## src/rtl/pipe_hazard_sched_if.sv

```systemverilog
// Decode/hazard signal bundle between the ID/EX pipeline and pipe_hazard_sched.
// master = pipeline side (drives decode fields), slave = scheduler side.
interface pipe_hazard_sched_if;
  logic [5:0] id_op;
  logic [5:0] id_funct;
  logic [4:0] id_rs;
  logic [4:0] id_rt;
  logic [4:0] ex_rw;
  logic       ex_mem_read;
  logic       b_result;
  logic       pc_if_wr;
  logic       id_ex_bubble;
  logic       if_id_flush;
  logic       md_start;
  logic       md_busy;
  logic       md_done;

  modport master (
    output id_op, id_funct, id_rs, id_rt, ex_rw, ex_mem_read, b_result,
    input  pc_if_wr, id_ex_bubble, if_id_flush, md_start, md_busy, md_done
  );

  modport slave (
    input  id_op, id_funct, id_rs, id_rt, ex_rw, ex_mem_read, b_result,
    output pc_if_wr, id_ex_bubble, if_id_flush, md_start, md_busy, md_done
  );
endinterface

```

## src/rtl/pipe_hazard_sched.sv

```systemverilog
// Hazard scheduler for the 5-stage MIPS pipeline: load-use and HI/LO stalls,
// ID-resolved flushes, and the MD busy counter. Optional macro HAZARD_STATS_EN adds stall/flush counters.
module pipe_hazard_sched #(
  parameter int unsigned MD_LATENCY = 8,
  parameter int unsigned CNT_W      = 5
) (
  input  logic               clk,
  input  logic               rst,
  pipe_hazard_sched_if.slave hz
`ifdef HAZARD_STATS_EN
  ,
  output logic [31:0]        stall_cycles,
  output logic [15:0]        flush_count
`endif
);

  localparam logic [5:0] OP_RTYPE = 6'h00;
  localparam logic [5:0] OP_J     = 6'h02;
  localparam logic [5:0] OP_JAL   = 6'h03;
  localparam logic [5:0] OP_BEQ   = 6'h04;
  localparam logic [5:0] F_JR     = 6'h08;
  localparam logic [5:0] F_JALR   = 6'h09;
  localparam logic [5:0] F_MFHI   = 6'h10;
  localparam logic [5:0] F_MTHI   = 6'h11;
  localparam logic [5:0] F_MFLO   = 6'h12;
  localparam logic [5:0] F_MTLO   = 6'h13;
  localparam logic [5:0] F_MULT   = 6'h18;
  localparam logic [5:0] F_MULTU  = 6'h19;
  localparam logic [5:0] F_DIV    = 6'h1A;
  localparam logic [5:0] F_DIVU   = 6'h1B;

  logic [CNT_W-1:0] cnt_q, cnt_d;
  logic dec_beq, dec_jump, dec_hilo, dec_md;
  logic lu, hl, stall, flush_req, issue, busy_int;

  // Case-based decode: an unknown opcode/funct falls into default and raises nothing.
  always_comb begin
    dec_beq  = 1'b0;
    dec_jump = 1'b0;
    dec_hilo = 1'b0;
    dec_md   = 1'b0;
    case (hz.id_op)
      OP_RTYPE: begin
        case (hz.id_funct)
          F_JR, F_JALR:                      dec_jump = 1'b1;
          F_MFHI, F_MTHI, F_MFLO, F_MTLO:    dec_hilo = 1'b1;
          F_MULT, F_MULTU, F_DIV, F_DIVU:    dec_md   = 1'b1;
          default: ;
        endcase
      end
      OP_J, OP_JAL: dec_jump = 1'b1;
      OP_BEQ:       dec_beq  = 1'b1;
      default: ;
    endcase
  end

  assign busy_int  = (cnt_q != '0);
  assign lu        = hz.ex_mem_read && (hz.ex_rw != 5'd0) &&
                     ((hz.id_rs == hz.ex_rw) || (hz.id_rt == hz.ex_rw));
  assign hl        = busy_int && (dec_hilo || dec_md);
  assign stall     = lu || hl;
  assign flush_req = dec_jump || (dec_beq && hz.b_result);
  assign issue     = !rst && !stall && dec_md;

  // Stall outranks flush so a branch never redirects on a stale operand.
  always_comb begin
    hz.pc_if_wr     = 1'b1;
    hz.id_ex_bubble = 1'b0;
    hz.if_id_flush  = 1'b0;
    hz.md_start     = 1'b0;
    hz.md_busy      = 1'b0;
    hz.md_done      = 1'b0;
    if (!rst) begin
      hz.pc_if_wr     = !stall;
      hz.id_ex_bubble = stall;
      hz.if_id_flush  = !stall && flush_req;
      hz.md_start     = issue;
      hz.md_busy      = busy_int;
      hz.md_done      = (cnt_q == CNT_W'(1));
    end
  end

  always_comb begin
    cnt_d = cnt_q;
    if (issue) begin
      cnt_d = CNT_W'(MD_LATENCY);
    end else if (busy_int) begin
      cnt_d = cnt_q - CNT_W'(1);
    end
  end

  always_ff @(posedge clk or posedge rst) begin
    if (rst) begin
      cnt_q <= '0;
    end else begin
      cnt_q <= cnt_d;
    end
  end

`ifdef HAZARD_STATS_EN
  logic [31:0] stall_cycles_q;
  logic [15:0] flush_count_q;

  always_ff @(posedge clk or posedge rst) begin
    if (rst) begin
      stall_cycles_q <= '0;
      flush_count_q  <= '0;
    end else begin
      if (stall && (stall_cycles_q != '1)) begin
        stall_cycles_q <= stall_cycles_q + 32'd1;
      end
      if (!stall && flush_req && (flush_count_q != '1)) begin
        flush_count_q <= flush_count_q + 16'd1;
      end
    end
  end

  assign stall_cycles = stall_cycles_q;
  assign flush_count  = flush_count_q;
`endif

endmodule

```

## src/flat_wrapper.sv

```systemverilog
// flat-port wrapper written by rule: the top's interface ports become plain ports
module pipe_hazard_sched_flat 
#(
  parameter int unsigned MD_LATENCY = 8,
  parameter int unsigned CNT_W      = 5
)
  (clk, rst, hz_id_op, hz_id_funct, hz_id_rs, hz_id_rt, hz_ex_rw, hz_ex_mem_read, hz_b_result, hz_pc_if_wr, hz_id_ex_bubble, hz_if_id_flush, hz_md_start, hz_md_busy, hz_md_done);
  pipe_hazard_sched_if hz_i ();
  input  logic clk;
  input  logic rst;
  input wire logic [$bits(hz_i.id_op)-1:0] hz_id_op;
  input wire logic [$bits(hz_i.id_funct)-1:0] hz_id_funct;
  input wire logic [$bits(hz_i.id_rs)-1:0] hz_id_rs;
  input wire logic [$bits(hz_i.id_rt)-1:0] hz_id_rt;
  input wire logic [$bits(hz_i.ex_rw)-1:0] hz_ex_rw;
  input wire logic [$bits(hz_i.ex_mem_read)-1:0] hz_ex_mem_read;
  input wire logic [$bits(hz_i.b_result)-1:0] hz_b_result;
  output wire logic [$bits(hz_i.pc_if_wr)-1:0] hz_pc_if_wr;
  output wire logic [$bits(hz_i.id_ex_bubble)-1:0] hz_id_ex_bubble;
  output wire logic [$bits(hz_i.if_id_flush)-1:0] hz_if_id_flush;
  output wire logic [$bits(hz_i.md_start)-1:0] hz_md_start;
  output wire logic [$bits(hz_i.md_busy)-1:0] hz_md_busy;
  output wire logic [$bits(hz_i.md_done)-1:0] hz_md_done;
  assign hz_i.id_op = hz_id_op;
  assign hz_i.id_funct = hz_id_funct;
  assign hz_i.id_rs = hz_id_rs;
  assign hz_i.id_rt = hz_id_rt;
  assign hz_i.ex_rw = hz_ex_rw;
  assign hz_i.ex_mem_read = hz_ex_mem_read;
  assign hz_i.b_result = hz_b_result;
  assign hz_pc_if_wr = hz_i.pc_if_wr;
  assign hz_id_ex_bubble = hz_i.id_ex_bubble;
  assign hz_if_id_flush = hz_i.if_id_flush;
  assign hz_md_start = hz_i.md_start;
  assign hz_md_busy = hz_i.md_busy;
  assign hz_md_done = hz_i.md_done;
  pipe_hazard_sched #(.MD_LATENCY(MD_LATENCY), .CNT_W(CNT_W)) u_core (.clk(clk), .rst(rst), .hz(hz_i));
endmodule
```

## config.mk

```make
export PLATFORM = sky130hd
export DESIGN_NAME = pipe_hazard_sched_flat
export DESIGN_NICKNAME = d
export VERILOG_FILES = /design/src/rtl/pipe_hazard_sched_if.sv /design/src/rtl/pipe_hazard_sched.sv /design/src/flat_wrapper.sv
export SDC_FILE = /design/constraint.sdc
export NUM_CORES = 1
export LEC_CHECK = 0
export CORE_UTILIZATION = 33
export CTS_CLUSTER_SIZE = 24
export DETAILED_ROUTE_END_ITERATION = 10
export PLACE_DENSITY = 0.8
export SYNTH_ARGS = -nofsm -noshare
export SYNTH_HDL_FRONTEND = slang
export SYNTH_SLANG_ARGS = --single-unit
```

## constraint.sdc

```tcl
create_clock -name clk -period 3 [get_ports clk]
set_input_delay 0.9 -clock clk [delete_from_list [all_inputs] [get_ports clk]]
set_output_delay 0.9 -clock clk [all_outputs]
set_load 0.01 [all_outputs]
```

==> results of run 1 <==
[power by group through the flow]
stage / clock network (mW) / registers (mW) / logic [mW]
5_1_grt: 0.0880 / 0.141 / 0.248
3_3_place_gp: 0 / 0.133 / 0.216
2_1_floorplan: 0 / 0.127 / 0.139
3_5_place_dp: 0 / 0.134 / 0.223
4_1_cts: 0.0796 / 0.134 / 0.223
6_report: 0.0785 / 0.135 / 0.223
[layer usage]
| layer | GRT usage (%) | share of wire (%) | wire length [µm] | vias up |
|---|---|---|---|---|
| li1 | - | - | - | 334 |
| met4 | 9.68 | 1.2 | 19 | 0 |
| met5 | 0 | 0 | 0 | - |
| met3 | 5.43 | 7.1 | 110 | 3 |
| met2 | 34.4 | 52 | 812 | 27 |
| met1 | 18.8 | 39 | 608 | 284 |
[Yosys cell counts]
cell type | n | area (µm²)
xnor2_1 | 10 | 87.6
nand2_1 | 7 | 26.3
nor3_1 | 6 | 30.0
dfrtp_1 | 5 | 125
nor2_1 | 5 | 18.8
a21oi_1 | 3 | 15.0
ha_1 | 3 | 37.5
inv_1 | 3 | 11.3
nand3_1 | 3 | 15.0
a21o_1 | 2 | 15.0
o22ai_1 | 2 | 12.5
a32oi_1 | 1 | 8.76
and2_1 | 1 | 6.26
and2_4 | 1 | 8.76
and3_1 | 1 | 6.26
mux2i_1 | 1 | 10.0
nand4_1 | 1 | 6.26
nor2b_1 | 1 | 6.26
nor3b_1 | 1 | 7.51
nor4_1 | 1 | 6.26
o21a_1 | 1 | 7.51
o21ai_0 | 1 | 5.00
o31ai_1 | 1 | 7.51
o31ai_2 | 1 | 12.5
or3_1 | 1 | 6.26
or4_1 | 1 | 7.51
[layout make-up]
class	instances	share of cell area, %
clock buffer	4	2.49
inverter	3	1.07
multi-input combinational	56	39.1
sequential	5	11.9
tap	15	1.78
timing repair buffer	49	43.7
[cells by family (layout without fill, tap and decap cells)]
family,after synthesis,count (layout),share of synthesized area [%]
buf+inv,3,56,2.22
xor+xnor,10,10,17.3
compound gates,12,12,16.5
mux,1,1,1.98
simple gates,30,30,29.9
fa+ha+maj,3,3,7.41
flops,5,5,24.7
[worst max path at each step]
stage	start	slack (ns)	endpoint	cells past startpoint
finish	hz_ex_rw[3]	-0.10	hz_id_ex_bubble	6
global route	hz_id_funct[4]	-0.13	hz_if_id_flush	7
CTS	hz_ex_rw[1]	-0.1	hz_md_start	6
detailed placement	hz_ex_rw[1]	-0.88	hz_md_start	6
global placement	hz_ex_rw[1]	-0.86	hz_md_start	6
floorplan	hz_ex_rw[1]	0.08	hz_md_start	4
[critical path: cells and delay by family]
| family | cells | cell delay, ns |
|---|---|---|
| AO/OA/AOI/OAI | 2 | 0.39 |
| buffers and inverters | 2 | 0.21 |
| AND/OR/NAND/NOR | 2 | 0.69 |
[per-stage QoR]
stage | cells | area [µm²] | setup WS [ns] | power, mW
6_report | 132 | 1050 | -0.103 | 0.436
4_1_cts | 131 | 997 | -0.0981 | 0.437
5_1_grt | 132 | 1050 | -0.127 | 0.477
3_3_place_gp | 125 | 958 | -0.860 | 0.349
2_1_floorplan | 64 | 507 | 0.0801 | 0.266
3_5_place_dp | 125 | 958 | -0.882 | 0.357
[what timing repair did]
| item | in CTS | in global routing |
|---|---|---|
| pin swaps | 14 | 19 |
| gates resized for setup | 47 | 15 |
| cloned | 0 | 0 |
| buffers inserted | 2 | 1 |
| endpoints found under the setup margin | 5 | 4 |
==> results by group, run 1 <==
STA
  • Fin crit period: 3.10 ns
  • Setup violations, final: 4
  • Unrepaired setup endpoints after global routing: true
  • Crit share post-route: 103%
  • Fin. max-slew vios: 0
  • Setup WS post-layout: -0.103 ns
  • Fin Setup TNS: -0.227 ns
  • Final hold violation count: 0
  • Skew final: 0.00501 ns
  • Worst hold margin: 0.509 ns
  • Worst-margin pin slew: 0.249 ns
  • Maximum clock frequency: 0.322 GHz
  • Rel. slew slack: 83.3%

Worst setup path
  • Slowest-stage cell, CP: or4_1
  • R2R cell count: 6
  • Crit path top cell by count: buf_6
  • WP data required: 2.10 ns
  • Max FO, Critical Path: 5
  • R2R Path End: u_core.cnt_q[3]
  • CP Data Arrival Time: 2.20 ns
  • Crit Path Category: primary input to output port
  • Worst flop-to-flop path startpoint: u_core.cnt_q[0]
  • Startpoint class of the critical path: primary input
  • CP Cell Sequence: buf_6 > or4_1 > o21a_1 > and2_4 > a21o_1 > buf_6
  • Largest stage delay on the critical path: 0.51 ns
  • Reg2Reg Setup Slack: 1.60 ns
  • CP endpoint kind: output port

Clock network
  • CTS max path bufs: 2
  • CTS tree: built
  • Clk sink count: 5
  • Worst-skew pair later-pin latency: 0.24 ns
  • Clk root buf: clkbuf_4
  • CTS buffer count: 3
  • Htree depth: 1
  • Clock Pin Slew Worst Setup and Hold Paths: 0.04 ns
  • Hold Buf Count CTS: 0

Finish
  • Most flops, register: u_core.cnt_q
  • Commonest non-fill, non-tap cell in the layout: buf_4
  • Most frequent cells in the layout: 14 x buf_4, 10 x xnor2_1, 10 x dlymetal6s2s_1
  • Fillcell total: 108
  • Area delta synth->final: 108%
  • Share of layout cells above drive strength 1: 29.9%
  • Biggest regs: u_core.cnt_q x5
  • Final core occ: 77.1%
  • Nets: 152
  • Multi-input combinational cell area: 412 µm²
  • Largest register FFs: 5
  • Sequential cell area: 125 µm²
  • # diodes: 0

Yosys
  • Gate Count Post-Synth: 64
  • Yosys reg bits: 5
  • Sequential area share after synthesis: 24.7%
  • Yosys warnings: 0
  • Syn_nets: 98
  • Cell Area, Synth: 507 µm²
  • Mean Syn Cell Area: 7.92 µm²
  • Post-synthesis cell type count: 26

Route
  • Initial drt markers: 4
  • Final routed DRC violation total: 0
  • Post-route ant nets: 0
  • Via/cell ratio: 4.91
  • Router iterations before antenna repair: 4
  • Via count: 648
  • Post-Route WL: 1.55 mm
  • WL/cell: 11.8 µm

Global routing
  • Largest net degree at the start of global routing: 6
  • Gr ovfl total: 0
  • GR Util All Layers: 18.8%
  • Initial antenna violation count: 0
  • Global-route wire length before repair: 2.10 mm
  • Vias in the first global route: 553

Run status
  • Failing checks: negative setup slack
  • Outcome: finished, violations left

Job
  • Max-cap violations: 0

Power
  • NetSw: 0.162 mW
  • Peak supply drop: 0.239 mV
  • Switching Share: 37.2%
  • Clock power frac: 18.0%
  • Gate power share: 51.1%
  • Register share of total power: 30.9%
  • Pwr/cell area: 414 nW/µm²
  • Cell Int Power: 0.274 mW
  • P_leak: 0.551 nW

Floorplanning
  • I/O Pins: 37
  • Initial Utilization: 37.1%
  • Die area: 1700 µm²
  • Die Span X: 41.2 µm
  • Core area: 1370 µm²
  • Site Rows: 13
  • Die H: 41.2 µm

Worst hold path
  • Worst hold stages: 1
  • Hold Path Class: flop to flop
  • Hold_sp: u_core.cnt_q[4]
  • Hold path endpoint: u_core.cnt_q[4]

Placement
  • GP Congestion: 0.656
  • Number of I/O port buffers: 35
  • Post-DP HPWL: 1.23 mm
Power figures use the tool's default switching activity.
==> run 2: changes to the inputs <==
==> constraint.sdc (replaced) <==
create_clock -name clk -period 3.3 [get_ports clk]
set_input_delay 0.99 -clock clk [delete_from_list [all_inputs] [get_ports clk]]
set_output_delay 0.99 -clock clk [all_outputs]
set_load 0.01 [all_outputs]
==> results by group, run 2 (synthesized netlist as in run 1, its figures left out) <==
Run status
  • Outcome: finished clean

Global routing
  • Initial antenna violation count: 0 (unchanged)
  • Largest net degree at the start of global routing: 6 (unchanged)
  • Vias in the first global route: 564 (+2.0%)
  • GR Util All Layers: 19.7% (+0.91 points)
  • Gr ovfl total: 0 (unchanged)
  • Global-route wire length before repair: 2.17 mm (+3.3%)

Floorplanning
  • Initial Utilization: 37.1% (unchanged)
  • Site Rows: 13 (unchanged)
  • Core area: 1370 µm² (unchanged)
  • Die Span X: 41.2 µm (unchanged)
  • I/O Pins: 37 (unchanged)
  • Die area: 1700 µm² (unchanged)
  • Die H: 41.2 µm (unchanged)

Worst setup path
  • Startpoint class of the critical path: primary input
  • Crit Path Category: primary input to output port
  • Buf/Inv on CP: 2 (unchanged)
  • CP Data Arrival Time: 2.27 ns (+0.07 ns)
  • WP data required: 2.31 ns (+0.21 ns)
  • Crit-path leading delay family: buffers and inverters
  • Largest stage delay on the critical path: 0.47 ns (-0.04 ns)
  • Max FO, Critical Path: 5 (unchanged)
  • Slowest-stage cell, CP: clkdlybuf4s50_1
  • CP Cell Sequence: clkdlybuf4s50_1 > xnor2_1 > nand2_1 > o22ai_2 > and2_4 > a21o_1 > buf_6
  • Crit path launch: hz_id_rt[2]
  • CP endpoint kind: output port
  • Worst flop-to-flop path startpoint: u_core.cnt_q[2]

Clock network
  • CTS buffer count: 3 (unchanged)
  • Htree depth: 1 (unchanged)
  • CTS max path bufs: 2 (unchanged)
  • Clock Pin Slew Worst Setup and Hold Paths: 0.05 ns (about the same)
  • Clk sink count: 5 (unchanged)
  • Clk root buf: clkbuf_4
  • Hold Buf Count CTS: 0 (unchanged)
  • Worst-skew pair later-pin latency: 0.25 ns (about the same)
  • CTS tree: built

Route
  • Router iterations before antenna repair: 3 (-1)
  • Initial drt markers: 9 (+5)
  • Final routed DRC violation total: 0 (unchanged)
  • Post-route ant nets: 0 (unchanged)
  • Post-Route WL: 1.43 mm (-7.7%)
  • WL/cell: 10.9 µm (-7.0%)
  • Via/cell ratio: 4.96 (+1.1%)
  • Via count: 650 (+0.31%)

Finish
  • Nets: 151 (-0.66%)
  • Most flops, register: u_core.cnt_q
  • Final Cell Area: 1030 µm² (-2.6%)
  • Fillcell total: 124 (+15%)
  • Final core occ: 75.1% (-2.0 points)
  • Finished Layout Cells: 131 (-0.76%)
  • Largest register FFs: 5 (unchanged)
  • Biggest regs: u_core.cnt_q x5
  • Area delta synth->final: 102%
  • Commonest non-fill, non-tap cell in the layout: clkdlybuf4s50_1
  • Share of layout cells above drive strength 1: 28.4% (-1.5 points)
  • Most frequent cells in the layout: 18 x clkdlybuf4s50_1, 13 x buf_4, 10 x xnor2_1
  • # diodes: 0 (unchanged)

STA
  • Setup violations, final: 0 (-4)
  • Worst-margin pin slew: 0.241 ns (-0.00764 ns)
  • Setup WS post-layout: 0.0401 ns (+0.143 ns)
  • Rel. slew slack: 83.8% (+0.51 points)
  • Worst hold margin: 0.507 ns (-0.00214 ns)
  • Fin. max-slew vios: 0 (unchanged)
  • Maximum clock frequency: 0.307 GHz
  • Fin crit period: 3.26 ns
  • Final hold violation count: 0 (unchanged)
  • Unrepaired setup endpoints after global routing: true
  • Crit share post-route: 98.8%
  • Skew final: 0.00501 ns (-0.0000000500 ns)

Power
  • P_leak: 0.517 nW (-6.2%)
  • Pwr/cell area: 388 nW/µm² (-6.3%)
  • Gate power share: 51.4% (+0.3 points)
  • Clock power frac: 18.1% (about the same)
  • Register share of total power: 30.5% (-0.4 points)
  • Cell Int Power: 0.249 mW (-9.1%)
  • Peak supply drop: 0.224 mV (-6.3%)
  • NetSw: 0.149 mW (-8.2%)
  • Switching Share: 37.4% (+0.22 points)

Placement
  • GP Congestion: 0.686 (+4.6%)
  • Post-DP HPWL: 1.21 mm (-1.4%)
  • # placed instances: 123 (-1.6%)
  • Dpl cell area: 943 µm² (-1.6%)
  • Setup slack at placement: -0.763 ns (+0.119 ns)
  • Number of I/O port buffers: 35 (unchanged)

Worst hold path
  • Hold Path Class: flop to flop
  • Hold_sp: u_core.cnt_q[4]

Job
  • Max-cap violations: 0 (unchanged)
## run 2: final cells by class
type	instances	area (µm²)	share of cell area, %
Clock buffer	3	22.5	2.20
Multi-Input combinational cell	56	402	39.1
Timing Repair Buffer	48	442	43.0
Sequential cell	5	125	12.2
Inverter	3	11.3	1.10
Clock inverter	1	5.00	0.488
Tap cell	15	18.8	1.83
## run 2: timing repair
action	CTS	global route
pin swaps	3	14
endpoints found under the setup margin	5	4
buffers inserted	2	2
cloned	0	0
gates resized for setup	36	16
endpoints found under the hold margin	0	0
## run 2: power groups by stage
stage / clock, mW / sequential, mW / combinational (mW)
final: 0.0720 / 0.121 / 0.204
after global routing: 0.0797 / 0.127 / 0.229
after CTS: 0.0738 / 0.122 / 0.203
after detailed placement: 0 / 0.123 / 0.202
after global placement: 0 / 0.121 / 0.196
after floorplan: 0 / 0.115 / 0.127
## run 2: per-layer routing
layer,GRT usage (%),up-vias,wire length [µm]
met1,21.5,294,553
met2,34.4,24,759
met3,3.80,2,101
li1,-,330,-
met4,12.1,0,17
met5,0,-,0
## run 2: final timing paths
path                                    to  slack [ns]  cells after the start
setup / recovery           hz_id_ex_bubble        0.04                      7
min in group asynchronous  u_core.cnt_q[4]        0.94                      4
setup reg to reg           u_core.cnt_q[3]        1.92                      5
max in group asynchronous  u_core.cnt_q[3]        2.25                      4
hold reg to reg            u_core.cnt_q[4]        0.51                      1
hold / removal             u_core.cnt_q[4]        0.51                      1
## run 2: through the flow
stage | setup TNS [ns] | total power [mW]
finish | 0 | 0.398
global route | -0.0304 | 0.436
CTS | 0 | 0.399
detailed placement | -3.01 | 0.325
global placement | -2.90 | 0.316
floorplan | 0 | 0.242
